## src/rtl/vit_pkg.sv

```systemverilog
// Shared ViT front-end definitions: patchifier state encodings, scheduler FSM states
// and a width helper for the grid counters.
package vit_pkg;

  localparam logic [1:0] PF_IDLE = 2'b00;
  localparam logic [1:0] PF_PROC = 2'b10;
  localparam logic [1:0] PF_DONE = 2'b11;

  typedef enum logic [2:0] {
    S_IDLE,
    S_LOAD,
    S_KICK,
    S_WAIT_PF,
    S_SETTLE,
    S_EMIT,
    S_FINISH
  } sched_state_t;

  // A 1x1 grid still needs a 1-bit counter rather than a zero-width vector.
  function automatic int clog2_min1(input int n);
    return (n > 1) ? $clog2(n) : 1;
  endfunction

endpackage

```

## src/rtl/patch_scheduler_if.sv

```systemverilog
// Control bundle between the patch scheduler and its neighbours: host start/status,
// image-buffer load request, patchifier control and the embedding-stage handshake.
interface patch_scheduler_if
  import vit_pkg::*;
#(
  parameter int IMG_H = 224,
  parameter int IMG_W = 224,
  parameter int PATCH = 16
);
  localparam int PH = IMG_H / PATCH;
  localparam int PW = IMG_W / PATCH;
  localparam int RW = clog2_min1(PH);
  localparam int CW = clog2_min1(PW);
  localparam int IW = clog2_min1(PH * PW);

  logic          start;
  logic          busy;
  logic          done;
  logic          error;
  logic          load_req;
  logic [RW-1:0] load_row;
  logic [CW-1:0] load_col;
  logic          load_ack;
  logic          pf_en;
  logic [1:0]    pf_state;
  logic          pf_output_taken;
  logic          out_valid;
  logic          out_ready;
  logic [IW-1:0] out_patch_idx;

  modport master (
    input  start, load_ack, pf_state, out_ready,
    output busy, done, error, load_req, load_row, load_col,
           pf_en, pf_output_taken, out_valid, out_patch_idx
  );

  modport slave (
    output start, load_ack, pf_state, out_ready,
    input  busy, done, error, load_req, load_row, load_col,
           pf_en, pf_output_taken, out_valid, out_patch_idx
  );

endinterface

```

## src/rtl/patch_grid_counter.sv

```systemverilog
// Row-major walker over the PH x PW patch grid; the linear index is carried alongside
// row/col so no multiplier is needed to present it.
module patch_grid_counter
  import vit_pkg::*;
#(
  parameter  int PH = 14,
  parameter  int PW = 14,
  localparam int RW = clog2_min1(PH),
  localparam int CW = clog2_min1(PW),
  localparam int IW = clog2_min1(PH * PW)
) (
  input  logic          clk,
  input  logic          reset,
  input  logic          clear_i,
  input  logic          step_i,
  output logic [RW-1:0] row_o,
  output logic [CW-1:0] col_o,
  output logic [IW-1:0] idx_o,
  output logic          last_o
);

  localparam logic [RW-1:0] ROW_LAST = RW'(PH - 1);
  localparam logic [CW-1:0] COL_LAST = CW'(PW - 1);

  logic [RW-1:0] row_q;
  logic [CW-1:0] col_q;
  logic [IW-1:0] idx_q;

  // NOTE: clocked state uses non-blocking assignments so every register samples
  // the pre-edge values, regardless of statement order.
  always_ff @(posedge clk or posedge reset) begin
    if (reset) begin
      row_q <= '0;
      col_q <= '0;
      idx_q <= '0;
    end else if (clear_i) begin
      row_q <= '0;
      col_q <= '0;
      idx_q <= '0;
    end else if (step_i) begin
      idx_q <= idx_q + 1'b1;
      if (col_q == COL_LAST) begin
        col_q <= '0;
        row_q <= row_q + 1'b1;
      end else begin
        col_q <= col_q + 1'b1;
      end
    end
  end

  assign row_o  = row_q;
  assign col_o  = col_q;
  assign idx_o  = idx_q;
  assign last_o = (row_q == ROW_LAST) && (col_q == COL_LAST);

endmodule

```

## src/rtl/patch_scheduler.sv

```systemverilog
// Walks the patch grid: load tile, kick patchifier, wait for DONE with a timeout,
// then hand the vectorized patch downstream over valid/ready.
module patch_scheduler
  import vit_pkg::*;
#(
  parameter int IMG_H   = 224,
  parameter int IMG_W   = 224,
  parameter int PATCH   = 16,
  parameter int TIMEOUT = 1024
) (
  input logic              clk,
  input logic              reset,
  patch_scheduler_if.master bus
);

  localparam int PH = IMG_H / PATCH;
  localparam int PW = IMG_W / PATCH;
  localparam int RW = clog2_min1(PH);
  localparam int CW = clog2_min1(PW);
  localparam int IW = clog2_min1(PH * PW);
  localparam int TW = clog2_min1(TIMEOUT);
  localparam logic [TW-1:0] TIMER_LAST = TW'(TIMEOUT - 1);

  sched_state_t  state_q, state_d;
  logic [TW-1:0] timer_q, timer_d;
  logic          error_q, error_d;
  logic          pf_en_q, pf_en_d;
  logic          busy_q, done_q, load_req_q, out_valid_q;

  logic          grid_clear, grid_step, grid_last;
  logic [RW-1:0] grid_row;
  logic [CW-1:0] grid_col;
  logic [IW-1:0] grid_idx;

  patch_grid_counter #(.PH(PH), .PW(PW)) u_grid (
    .clk     (clk),
    .reset   (reset),
    .clear_i (grid_clear),
    .step_i  (grid_step),
    .row_o   (grid_row),
    .col_o   (grid_col),
    .idx_o   (grid_idx),
    .last_o  (grid_last)
  );

  // NOTE: every signal written here gets a default first, so no path can leave
  // one unassigned and infer a latch.
  always_comb begin
    state_d    = state_q;
    timer_d    = '0;
    error_d    = error_q;
    pf_en_d    = 1'b0;
    grid_clear = 1'b0;
    grid_step  = 1'b0;
    unique case (state_q)
      S_IDLE: if (bus.start) begin
        state_d    = S_LOAD;
        grid_clear = 1'b1;
        error_d    = 1'b0;
      end
      S_LOAD: if (bus.load_ack) state_d = S_KICK;
      // A stale DONE or busy patchifier keeps us here until it reports IDLE.
      S_KICK: if (bus.pf_state == PF_IDLE) begin
        state_d = S_WAIT_PF;
        pf_en_d = 1'b1;
      end
      S_WAIT_PF: begin
        if (bus.pf_state == PF_DONE) begin
          state_d = S_SETTLE;
        end else if (timer_q == TIMER_LAST) begin
          state_d = S_IDLE;
          error_d = 1'b1;
        end else begin
          timer_d = timer_q + 1'b1;
        end
      end
      // The patchifier registers its vector on the first DONE cycle.
      S_SETTLE: state_d = S_EMIT;
      S_EMIT: if (bus.out_ready) begin
        if (grid_last) begin
          state_d = S_FINISH;
        end else begin
          state_d   = S_LOAD;
          grid_step = 1'b1;
        end
      end
      S_FINISH: state_d = S_IDLE;
      default:  state_d = S_IDLE;
    endcase
  end

  // Outputs are decoded from the next state so they are glitch-free registers.
  always_ff @(posedge clk or posedge reset) begin
    if (reset) begin
      state_q     <= S_IDLE;
      timer_q     <= '0;
      error_q     <= 1'b0;
      pf_en_q     <= 1'b0;
      busy_q      <= 1'b0;
      done_q      <= 1'b0;
      load_req_q  <= 1'b0;
      out_valid_q <= 1'b0;
    end else begin
      state_q     <= state_d;
      timer_q     <= timer_d;
      error_q     <= error_d;
      pf_en_q     <= pf_en_d;
      busy_q      <= (state_d != S_IDLE);
      done_q      <= (state_d == S_FINISH);
      load_req_q  <= (state_d == S_LOAD);
      out_valid_q <= (state_d == S_EMIT);
    end
  end

  assign bus.busy            = busy_q;
  assign bus.done            = done_q;
  assign bus.error           = error_q;
  assign bus.load_req        = load_req_q;
  assign bus.load_row        = grid_row;
  assign bus.load_col        = grid_col;
  assign bus.pf_en           = pf_en_q;
  assign bus.out_valid       = out_valid_q;
  assign bus.out_patch_idx   = grid_idx;
  assign bus.pf_output_taken = out_valid_q & bus.out_ready;

endmodule
```

## src/flat_wrapper.sv

```systemverilog
// flat-port wrapper written by rule: the top's interface ports become plain ports
module patch_scheduler_flat import vit_pkg::*;
#(
  parameter int IMG_H   = 224,
  parameter int IMG_W   = 224,
  parameter int PATCH   = 16,
  parameter int TIMEOUT = 1024
)
  (clk, reset, bus_start, bus_load_ack, bus_pf_state, bus_out_ready, bus_busy, bus_done, bus_error, bus_load_req, bus_load_row, bus_load_col, bus_pf_en, bus_pf_output_taken, bus_out_valid, bus_out_patch_idx);
  patch_scheduler_if #(.IMG_H(IMG_H), .IMG_W(IMG_W), .PATCH(PATCH)) bus_i ();
  input logic clk;
  input logic reset;
  input wire logic [$bits(bus_i.start)-1:0] bus_start;
  input wire logic [$bits(bus_i.load_ack)-1:0] bus_load_ack;
  input wire logic [$bits(bus_i.pf_state)-1:0] bus_pf_state;
  input wire logic [$bits(bus_i.out_ready)-1:0] bus_out_ready;
  output wire logic [$bits(bus_i.busy)-1:0] bus_busy;
  output wire logic [$bits(bus_i.done)-1:0] bus_done;
  output wire logic [$bits(bus_i.error)-1:0] bus_error;
  output wire logic [$bits(bus_i.load_req)-1:0] bus_load_req;
  output wire logic [$bits(bus_i.load_row)-1:0] bus_load_row;
  output wire logic [$bits(bus_i.load_col)-1:0] bus_load_col;
  output wire logic [$bits(bus_i.pf_en)-1:0] bus_pf_en;
  output wire logic [$bits(bus_i.pf_output_taken)-1:0] bus_pf_output_taken;
  output wire logic [$bits(bus_i.out_valid)-1:0] bus_out_valid;
  output wire logic [$bits(bus_i.out_patch_idx)-1:0] bus_out_patch_idx;
  assign bus_i.start = bus_start;
  assign bus_i.load_ack = bus_load_ack;
  assign bus_i.pf_state = bus_pf_state;
  assign bus_i.out_ready = bus_out_ready;
  assign bus_busy = bus_i.busy;
  assign bus_done = bus_i.done;
  assign bus_error = bus_i.error;
  assign bus_load_req = bus_i.load_req;
  assign bus_load_row = bus_i.load_row;
  assign bus_load_col = bus_i.load_col;
  assign bus_pf_en = bus_i.pf_en;
  assign bus_pf_output_taken = bus_i.pf_output_taken;
  assign bus_out_valid = bus_i.out_valid;
  assign bus_out_patch_idx = bus_i.out_patch_idx;
  patch_scheduler #(.IMG_H(IMG_H), .IMG_W(IMG_W), .PATCH(PATCH), .TIMEOUT(TIMEOUT)) u_core (.clk(clk), .reset(reset), .bus(bus_i));
endmodule
```

## config.mk

```make
export PLATFORM = sky130hd
export DESIGN_NAME = patch_scheduler_flat
export DESIGN_NICKNAME = d
export VERILOG_FILES = /design/src/rtl/vit_pkg.sv /design/src/rtl/patch_scheduler_if.sv /design/src/rtl/patch_grid_counter.sv /design/src/rtl/patch_scheduler.sv /design/src/flat_wrapper.sv
export SDC_FILE = /design/constraint.sdc
export NUM_CORES = 1
export LEC_CHECK = 0
export BUFFER_PORTS_ARGS = -buffer_cell sky130_fd_sc_hd__buf_4
export CORE_ASPECT_RATIO = 0.5
export CORE_MARGIN = 1
export CORE_UTILIZATION = 49
export CTS_BUF_LIST = sky130_fd_sc_hd__clkbuf_4 sky130_fd_sc_hd__clkbuf_8
export DETAILED_ROUTE_END_ITERATION = 12
export GPL_TIMING_DRIVEN = 0
export PLACE_DENSITY = 0.72
export SETUP_SLACK_MARGIN = 0.15
export SLEW_MARGIN = 30
export SYNTH_ARGS = -nofsm -noshare
export SYNTH_HDL_FRONTEND = slang
export SYNTH_SLANG_ARGS = --single-unit
```

## constraint.sdc

```tcl
create_clock -name clk -period 4.2 [get_ports clk]
set_input_delay 0.63 -clock clk [delete_from_list [all_inputs] [get_ports clk]]
set_output_delay 0.63 -clock clk [all_outputs]
set_load 0.02 [all_outputs]
```

-- Word level (Yosys, flattened, before mapping)
Cells that the tools add are included.
- add/sub/neg operators: 4
- multiply operators: 0
- div/mod/pow operators: 0
- $lt $le $gt $ge: 0
- equality and inequality tests: 15
- shifts and indexed selects: 0
- multiplexer cells: 30
- bitwise operators: 1
- reductions and logical operators: 9
- operators by type and width (cell ; number):
    two-way mux 10 bit ; 3
    two-way mux 4 bit ; 6
    two-way mux 3 bit ; 7
    case mux 3 bit (6 select lines) ; 1
    two-way mux 8 bit ; 2
    equality test 3 bit, second input constant ; 4
    adder 10 x 1 -> 10 bit, second input constant ; 1
    equality test 10 bit, second input constant ; 1
    two-way mux 1 bit ; 10
    adder 4 x 1 -> 4 bit, second input constant ; 2
    adder 8 x 1 -> 8 bit, second input constant ; 1
    equality test 4 bit, second input constant ; 2
    equality test 3 x 1 -> 1 bit, second input constant ; 2
    equality test 3 x 2 -> 1 bit, second input constant ; 2
    nonzero test 2 bit ; 3
    inequality test 2 bit, second input constant ; 2
    AND reduction 4 bit ; 1
    logical NOT 3 bit ; 1
    nonzero test 3 bit ; 1
    equality test 2 bit, second input constant ; 1
    logical NOT 2 bit ; 1
    inequality test 2 x 1 -> 1 bit, second input constant ; 1
    case mux 1 bit (2 select lines) ; 1
    AND reduction 2 bit ; 1
    other kinds (2) ; 2
- register bits: 35
- bits in latches: 0
- RAM bits: 0
- bits in read-only memories: 0
- input port bits: 7
- output and inout port bits: 23
- memories kept: 0

-- Depth between registers and ports, before layout
Gate-level depths: netlist of the first run.
- depth in word-level cells: 7
- mapped depth: 7
- depth with buffers taken out: 7

-- Modules after synthesis
A second synthesis of the first run with hierarchy kept.
- cells, all modules: 173
- area, all modules: 1759.2 µm²
- modules (own cells, without submodules) (module ; instances ; cells an instance ; area an instance (µm²)):
    patch_scheduler ; 1 ; 87 ; 928.4
    patch_grid_counter ; 1 ; 86 ; 830.8

-- Least setup slack after synthesis of the first run
OpenSTA, ideal clock, no wires.
- path type: register to register
- start point: register u_core.u_grid.row_q[1], in the netlist u_core.u_grid.row_o[1]
- end point: register u_core.u_grid.row_q[3], in the netlist u_core.u_grid.row_o[3]
- data arrival time: 1632 ps
- data required time: 4065 ps
- slack: 2433 ps
- stages on the path, launching flop included: 7
- cell sequence: dfrtp_1 inv_1 ha_1 and3_1 nor3_1 nand4_1 mux2i_1
- word-level cells in the longest chain between the ends: 7
- elaborated cells on any way between the ends: 11
- ends and longest elaborated chain (what ; RTL line ; source):
    from (decl) ; patch_grid_counter.sv:25 ; logic [RW-1:0] row_q;
    from (signal assigned) ; patch_grid_counter.sv:44 ; row_q <= row_q + 1'b1;
    equality test 4 bit ; patch_grid_counter.sv:54 ; assign last_o = (row_q == ROW_LAST) && (col_q == COL_LAST);
    logical AND 1 bit ; patch_grid_counter.sv:54 ;
    two-way mux 1 bit ; patch_scheduler.sv:80 ; if (grid_last) begin
    two-way mux 1 bit ; patch_scheduler.sv:79 ; S_EMIT: if (bus.out_ready) begin
    two-way mux 1 bit ; patch_scheduler.sv:55 ; unique case (state_q)
    nonzero test 2 bit (no source line) ; n/a ;
    AND reduction 2 bit (no source line) ; n/a ;
Several ways; a longest one is shown, not always the timed one. The select of a mux whose other input is x is not followed.
A chain may end at the register's enable or synchronous reset.

-- Worst setup path after layout of the first run
- start point: register u_core.u_grid.row_q[0], in the netlist u_core.u_grid.row_o[0]
- end point: register u_core.u_grid.idx_q[4], in the netlist u_core.u_grid.idx_o[4]
- word-level cells in the longest chain between the ends: 6
- ends and longest elaborated chain (what ; RTL line ; source):
    equality test 4 bit ; patch_grid_counter.sv:54 ;
    logical AND 1 bit ; patch_grid_counter.sv:54 ;
    two-way mux 1 bit ; patch_scheduler.sv:80 ;
    two-way mux 1 bit ; patch_scheduler.sv:79 ;
    two-way mux 1 bit ; patch_scheduler.sv:55 ;
    nonzero test 2 bit (no source line) ; n/a ;
    to (signal assigned) ; patch_grid_counter.sv:41 ; idx_q <= idx_q + 1'b1;
    to (decl) ; patch_grid_counter.sv:27 ; logic [IW-1:0] idx_q;
No other way between the ends.

==> results of run 1 <==
worst max-delay path by stage:
stage                                   endpoint  slack [ns]                   start  depth (start not counted)
after floorplan           u_core.u_grid.row_o[3]        2.43  u_core.u_grid.row_o[1]                          6
after global placement    u_core.u_grid.row_o[0]        2.24               bus_start                          3
after detailed placement  u_core.u_grid.idx_o[5]        2.31           bus_out_ready                          5
after CTS                 u_core.u_grid.row_o[3]        2.39  u_core.u_grid.row_o[0]                          5
after global routing      u_core.u_grid.row_o[3]        2.27  u_core.u_grid.row_o[1]                          6
final                     u_core.u_grid.idx_o[4]        2.40  u_core.u_grid.row_o[0]                          5
sequential cells by signal, summed over array words and instances, names as in the netlist:
name and count:
u_core.u_grid.idx_o 8, u_core.bus.pf_en 1, u_core.u_grid.row_o 4, u_core.state_q 3, u_core.bus.error 1, u_core.u_grid.col_o 4
u_core.bus.done 1, u_core.bus.busy 1, u_core.bus.out_valid 1, u_core.bus.load_req 1, u_core.timer_q 10
critical path: cells and delay by family, from the launching register on:
kind,cells,cell delay [ns]
compound gates,1,0.47
fa+ha+maj,1,0.23
flops,1,0.44
mux,1,0.15
simple gates,2,0.41
through the flow:
| stage | cell area (um2) | cells | power [mW] |
|---|---|---|---|
| floorplan | 1720 | 169 | 0.5614 |
| global placement | 1998 | 246 | 0.6318 |
| detailed placement | 2004 | 246 | 0.6390 |
| CTS | 2093 | 254 | 0.8798 |
| global route | 2093 | 254 | 0.9198 |
| finish | 2093 | 254 | 0.8721 |
cell usage after synthesis, drive strengths merged:
library cell,count
or2b,2
nand3,11
ha,4
nand4b,3
a211oi,1
and4b,2
a21boi,1
a311oi,1
or4b,1
o31ai,2
nor2,16
nand4,4
nor4b,1
nand2,22
xor2,6
and2,1
o211ai,1
inv,3
o2111ai,1
or3b,1
nor3,4
nand3b,3
and4,2
and2b,1
and3,3
a211o,1
mux2i,6
nor4,2
a21oi,8
dfrtp,35
o21bai,1
o21ai,5
xnor2,6
buf,4
nand2b,2
or4,2
cell type report:
type | count | area (um2) | share of cell area
Multi-Input combinational cell | 127 | 814.5 | 0.3891
Sequential cell | 35 | 875.8 | 0.4184
Buffer | 4 | 25.02 | 0.01195
Clock buffer | 5 | 68.82 | 0.03288
Clock inverter | 3 | 20.02 | 0.009564
Tap cell | 48 | 60.06 | 0.02869
Inverter | 3 | 11.26 | 0.005380
Timing Repair Buffer | 29 | 217.7 | 0.1040
power by group through the flow:
stage               clock (mW)  combinational (mW)  sequential (mW)
detailed placement           0               0.233            0.406
finish                   0.239               0.232            0.401
floorplan                    0               0.141            0.420
CTS                      0.246               0.234            0.400
global route             0.261               0.254            0.404
global placement             0               0.228            0.404
kinds of logic (layout without fill, tap and decap cells):
kind of cell | Yosys count | in the layout | share of synthesized area
and+or+nand+nor | 83 | 83 | 0.2633
muxes | 6 | 6 | 0.03491
buffers and inverters | 7 | 44 | 0.02109
DFF | 35 | 35 | 0.5091
AOI/OAI and AO/OA | 22 | 22 | 0.08146
adders and majority gates | 4 | 4 | 0.02909
xor gates and xnor gates | 12 | 12 | 0.06109
layer usage:
layer | GRT usage | routed length, um | vias to the layer above
met5 | 0 | 0 | -
met4 | 0.04000 | 11 | 0
met3 | 0.06286 | 110 | 2
met2 | 0.3328 | 1572 | 23
met1 | 0.2738 | 1715 | 660
li1 | - | - | 674
==> out/results.tsv, run 1 <==
stage	metric	value	unit
clock_network	clk_path_buf_depth	2	
finish	drive_gt1_frac	0.2379	
run	maxCapViolCount	0	
timing	setup_ws	2.400	ns
logic_synthesis	synth_nets	180	
timing	setup-violations-final	0	
worst_hold_path	hold_path_class	primary input to asynchronous set/reset pin	
placed_design	io_buffers	29	
placed_design	place.gp.congestion	0.7877	
logic_synthesis	ys_ff_latch	35	
critical_path	reg2reg_from	u_core.u_grid.row_o[0]	
timing	final.min_clock_period	1.800	ns
power_and_ir_drop	power.density	416.6	nW/um2
finish	post-route-util	0.6602	
power_and_ir_drop	leakage	1.013	nW
power_and_ir_drop	p_seq_frac	0.459	
clock_network	cts_buffers	5	
clock_network	cts_hold_buf	0	
clock_network	cts_root_buffer	clkbuf_8	
logic_synthesis	netlist_instances	169	
clock_network	clkTransAtPathRegs	0.08	ns
finish	syn_to_final_growth	21.67	%
finish	nets	216	
power_and_ir_drop	p_switching	287.8	uW
timing	whs	0.4701	ns
clock_network	cts-resized-gates	0	
global_route	grt-ovfl-total	0	
timing	fin_crit_sh	0.4285	
route	vias_per_cell	5.350	
floorplanning	die_area	3766	um2
power_and_ir_drop	irDropWorstVdd	0.2663	mV
logic_synthesis	synth_cell_types	40	
placed_design	post-place-ws	2.306	ns
floorplanning	ios	30	
floorplanning	coreArea	3171	um2
logic_synthesis	ys_warn_count	0	
critical_path	timing.rr.end	u_core.u_grid.idx_o[4]	
timing	max_slew_margin	0.5147	
clock_network	htree_levels	2	
power_and_ir_drop	switching_share	0.3300	
placed_design	dp_hpwl	2.432	mm
floorplanning	start_util	0.5426	
clock_network	clock_latency	0.28	ns
route	dr.first_iter.drc_count	62	
critical_path	endpoint_kind	register	
clock_network	cts_sinks	35	
outcome	run_status	complete, no violations	
timing	slew_viol_final	0	
finish	final_common_cell	dfrtp_1	
critical_path	cp_slowest_cell	a21oi_1	
critical_path	critPathMaxStageDelay	0.47	ns
critical_path	cp.arrival	1.96	ns
route	wl_per_cell	13.42	um
timing	clock.fmax	0.5556	GHz
timing	finalClockSkew	0.007036	ns
route	routed_wl	3.409	mm
route	num_vias	1359	
logic_synthesis	yosysTopAreaCell	dfrtp_1	
critical_path	critical_path.max_fanout	6	
logic_synthesis	synth_top_area_share	0.5091	
clock_network	cts_tree	built	
power_and_ir_drop	power_frac_clock	0.275	
logic_synthesis	synth_area	1720	um2
floorplanning	die_h	43.90	um
global_route	grt_first_pass_wirelength	5.754	mm
clock_network	postCtsSetupRepairBufs	0	
power_and_ir_drop	p_comb_frac	0.266	
logic_synthesis	synth_area_leaders	dfrtp_1 (51%), nand2_1 (4.8%), mux2i_1 (3.5%)	
global_route	grt_pass1_vias	1258	
critical_path	r2r_setup_slack	2.40	ns
timing	rsz0062_at_grt	false	
critical_path	path_class	register to register	
route	first_pass_iters	4	
floorplanning	rows	14	
critical_path	cp-start-kind	register	
critical_path	crit_required	4.36	ns
floorplanning	die_x	85.80	um
timing	finalSetupTns	0	ns
logic_synthesis	avgSynthCellArea	10.18	um2
timing	hold_viol_final	0	
global_route	grt_use_total	0.2034	
logic_synthesis	synth_seq_area_share	0.5091	
finish	mostFrequentLayoutCells	dfrtp_1 (35), buf_4 (31), nand2_1 (22)	
global_route	antenna_found_initial	0	
critical_path	crit_chain	ha_1 > and3_1 > a21oi_1 > nand4_1 > mux2i_1	
finish	fillers	253	
route	drc	0	
critical_path	worst_r2r_path_depth	5	
route	ant_nets	0	
global_route	grt_max_degree	36	
finish	insertedDiodeCount	0	
power_and_ir_drop	intPower	584.3	uW
timing	tightest_slew	0.7269	ns
(Power assumes the default switching activity.)
==> inputs of run 2 (changes only) <==
--- a/config.mk
+++ b/config.mk
@@ -12,7 +12,7 @@
 export CTS_BUF_LIST = sky130_fd_sc_hd__clkbuf_4 sky130_fd_sc_hd__clkbuf_8
 export DETAILED_ROUTE_END_ITERATION = 12
 export GPL_TIMING_DRIVEN = 0
-export PLACE_DENSITY = 0.72
+export PLACE_DENSITY = 0.75
 export SETUP_SLACK_MARGIN = 0.15
 export SLEW_MARGIN = 30
 export SYNTH_ARGS = -nofsm -noshare
==> constraint.sdc (replaced) <==
create_clock -name clk -period 1.44 [get_ports clk]
set_input_delay 0.216 -clock clk [delete_from_list [all_inputs] [get_ports clk]]
set_output_delay 0.216 -clock clk [all_outputs]
set_load 0.02 [all_outputs]
==> run 2 against run 1 <==
  * The flow now finishes with violations (negative setup slack)
  * Flip-flop and latch count stayed put
  * Die area unchanged
  * Largest power group unchanged
  * Global-route usage is 3.9 points higher
  * Highest routed layer unchanged
  * Critical path type unchanged
  * Worst hold slack got worse by 0.42 ns
  * Largest cell class is now multi-input combinational cells
==> out/results.tsv, run 2 (synthesized netlist as in run 1, its figures left out) <==
stage	metric	value	unit	change
outcome	run_status	finished with violations		was complete, no violations
outcome	violations	negative setup slack		
critical_path	crit_required	1.62	ns	was 4.36 ns
placed_design	post-place-ws	-0.1725	ns	was 2.306 ns
clock_network	clock_latency	0.30	ns	was 0.28 ns
timing	setup_ws	-0.1167	ns	was 2.400 ns
timing	finalClockSkew	0.005074	ns	was 0.007036 ns
critical_path	cp_slowest_cell	dfrtp_1		was a21oi_1
power_and_ir_drop	power.density	1249	nW/um2	was 416.6 nW/um2
clock_network	cts_hold_buf	0		unchanged
clock_network	cts_tree	built		unchanged
critical_path	critPathMaxStageDelay	0.44	ns	was 0.47 ns
route	wl_per_cell	16.49	um	was 13.42 um
finish	max_flop_register	u_core.timer_q		unchanged
power_and_ir_drop	leakage	1.215	nW	was 1.013 nW
finish	largest_register_ff_count	10		unchanged
timing	tightest_slew	0.7407	ns	was 0.7269 ns
global_route	antenna_found_initial	0		unchanged
timing	setup-violations-final	18		was 0
finish	mostFrequentLayoutCells	buf_4 (55), dfrtp_1 (27), nand2_1 (19)		was dfrtp_1 (35), buf_4 (31), nand2_1 (22)
critical_path	cp-start-kind	register		unchanged
worst_hold_path	hold_path_class	primary input to asynchronous set/reset pin		unchanged
route	dr.first_iter.drc_count	95		was 62
finish	drive_gt1_frac	0.5085		was 0.2379
finish	syn_to_final_growth	52.65	%	was 21.67%
clock_network	cts_buffers	5		unchanged
route	routed_wl	4.683	mm	was 3.409 mm
timing	max_slew_margin	0.5055		was 0.5147
route	num_vias	1562		was 1359
finish	fillers	176		was 253
clock_network	clkTransAtPathRegs	0.07	ns	was 0.08 ns
clock_network	htree_levels	2		unchanged
clock_network	clk_path_buf_depth	2		unchanged
clock_network	cts_sinks	35		unchanged
finish	register_area	885.9	um2	was 875.8 um2
critical_path	endpoint_kind	register		unchanged
global_route	grt_first_pass_wirelength	6.617	mm	was 5.754 mm
floorplanning	die_h	43.90	um	unchanged
finish	nets	246		was 216
route	drc	0		unchanged
finish	multi_input_area	1059	um2	was 814.5 um2
placed_design	place.gp.congestion	0.7313		was 0.7877
floorplanning	die_area	3766	um2	unchanged
critical_path	crit_chain	buf_6 > nand4b_1 > buf_4 > a21oi_4 > nand4_1 > mux2i_1		was ha_1 > and3_1 > a21oi_1 > nand4_1 > mux2i_1
floorplanning	die_x	85.80	um	unchanged
finish	final_cell_count_no_fill	284		was 254
global_route	grt_pass1_vias	1458		was 1258
finish	insertedDiodeCount	0		unchanged
run	maxCapViolCount	0		unchanged
timing	clock.fmax	0.6424	GHz	was 0.5556 GHz
clock_network	cts_root_buffer	clkbuf_8		unchanged
timing	finalSetupTns	-1.098	ns	was 0 ns
critical_path	cp.arrival	1.73	ns	was 1.96 ns
global_route	grt_max_degree	36		unchanged
placed_design	dp_cells	246		unchanged
route	first_pass_iters	4		unchanged
power_and_ir_drop	irDropWorstVdd	0.7059	mV	was 0.2663 mV
floorplanning	start_util	0.5426		unchanged
global_route	grt_use_total	0.2425		was 0.2034
route	vias_per_cell	5.500		was 5.350
route	ant_nets	0		unchanged
critical_path	critical_path.max_fanout	6		unchanged
critical_path	path_class	register to register		unchanged
timing	rsz0062_at_grt	true		was false
placed_design	dp_hpwl	2.530	mm	was 2.432 mm
floorplanning	coreArea	3171	um2	unchanged
timing	whs	0.05279	ns	was 0.4701 ns
floorplanning	rows	14		unchanged
finish	final_common_cell	buf_4		was dfrtp_1
timing	final.min_clock_period	1.557	ns	was 1.800 ns
floorplanning	ios	30		unchanged
timing	slew_viol_final	0		unchanged
timing	hold_viol_final	0		unchanged
placed_design	io_buffers	29		unchanged
global_route	grt-ovfl-total	0		unchanged
timing	fin_crit_sh	1.081		was 0.4285
run 2: metrics by stage:
| stage | util | instance area [um2] | power, mW |
|---|---|---|---|
| after floorplan | - | 1847 | 1.723 |
| after global placement | 0.6701 | 2125 | 1.933 |
| after detailed placement | 0.6721 | 2131 | 1.963 |
| after CTS | 0.7853 | 2490 | 3.147 |
| after global routing | 0.8283 | 2626 | 3.403 |
| final | 0.8283 | 2626 | 3.281 |
run 2: report_power, final:
group | internal [mW] | leakage [nW] | switching [mW]
sequential | 1.09 | 0.468 | 0.101
combinational | 0.575 | 0.686 | 0.591
clock | 0.560 | 0.0612 | 0.368
total | 2.22 | 1.21 | 1.06
run 2: worst paths after layout:
kind                                    from                      to  slack, ns  cells after the start
setup / recovery           u_core.state_q[0]  u_core.u_grid.idx_o[3]      -0.12                      6
hold / removal                         reset  u_core.u_grid.row_o[2]       0.05                      2
setup reg to reg           u_core.state_q[0]  u_core.u_grid.idx_o[3]      -0.12                      6
hold reg to reg             u_core.bus.error        u_core.bus.error       0.49                      2
max in group asynchronous              reset       u_core.state_q[1]       0.87                      2
min in group clk             bus_pf_state[0]        u_core.bus.pf_en       0.13                      2
run 2: worst max-delay path: cells and delay by family (launching register included):
kind | cells | cell delay (ns)
AO/OA/AOI/OAI | 1 | 0.25
multiplexers | 1 | 0.15
buffers and inverters | 2 | 0.33
AND/OR/NAND/NOR | 2 | 0.26
flip-flops | 1 | 0.44
run 2: what timing repair did:
| item | in CTS | in global routing |
|---|---|---|
| endpoints found under the setup margin | 31 | 31 |
| gates resized for setup | 20 | 16 |
| buffers inserted | 20 | 8 |
| cloned | 1 | 1 |
| pin swaps | 16 | 9 |
run 2: layout make-up:
type	instances	area share
inverter	3	0.004288
clock buffer	6	0.03144
multi-input combinational	127	0.4031
tap	48	0.02287
clock inverter	2	0.01334
timing repair buffer	59	0.1706
buffer	4	0.01715
sequential	35	0.3373
run 2: metal layers:
metal  global-route usage  part of all wire
met1               0.2957              0.44
met2               0.4048              0.50
met3              0.07048             0.041
met4               0.1233             0.018
met5                    0                 0
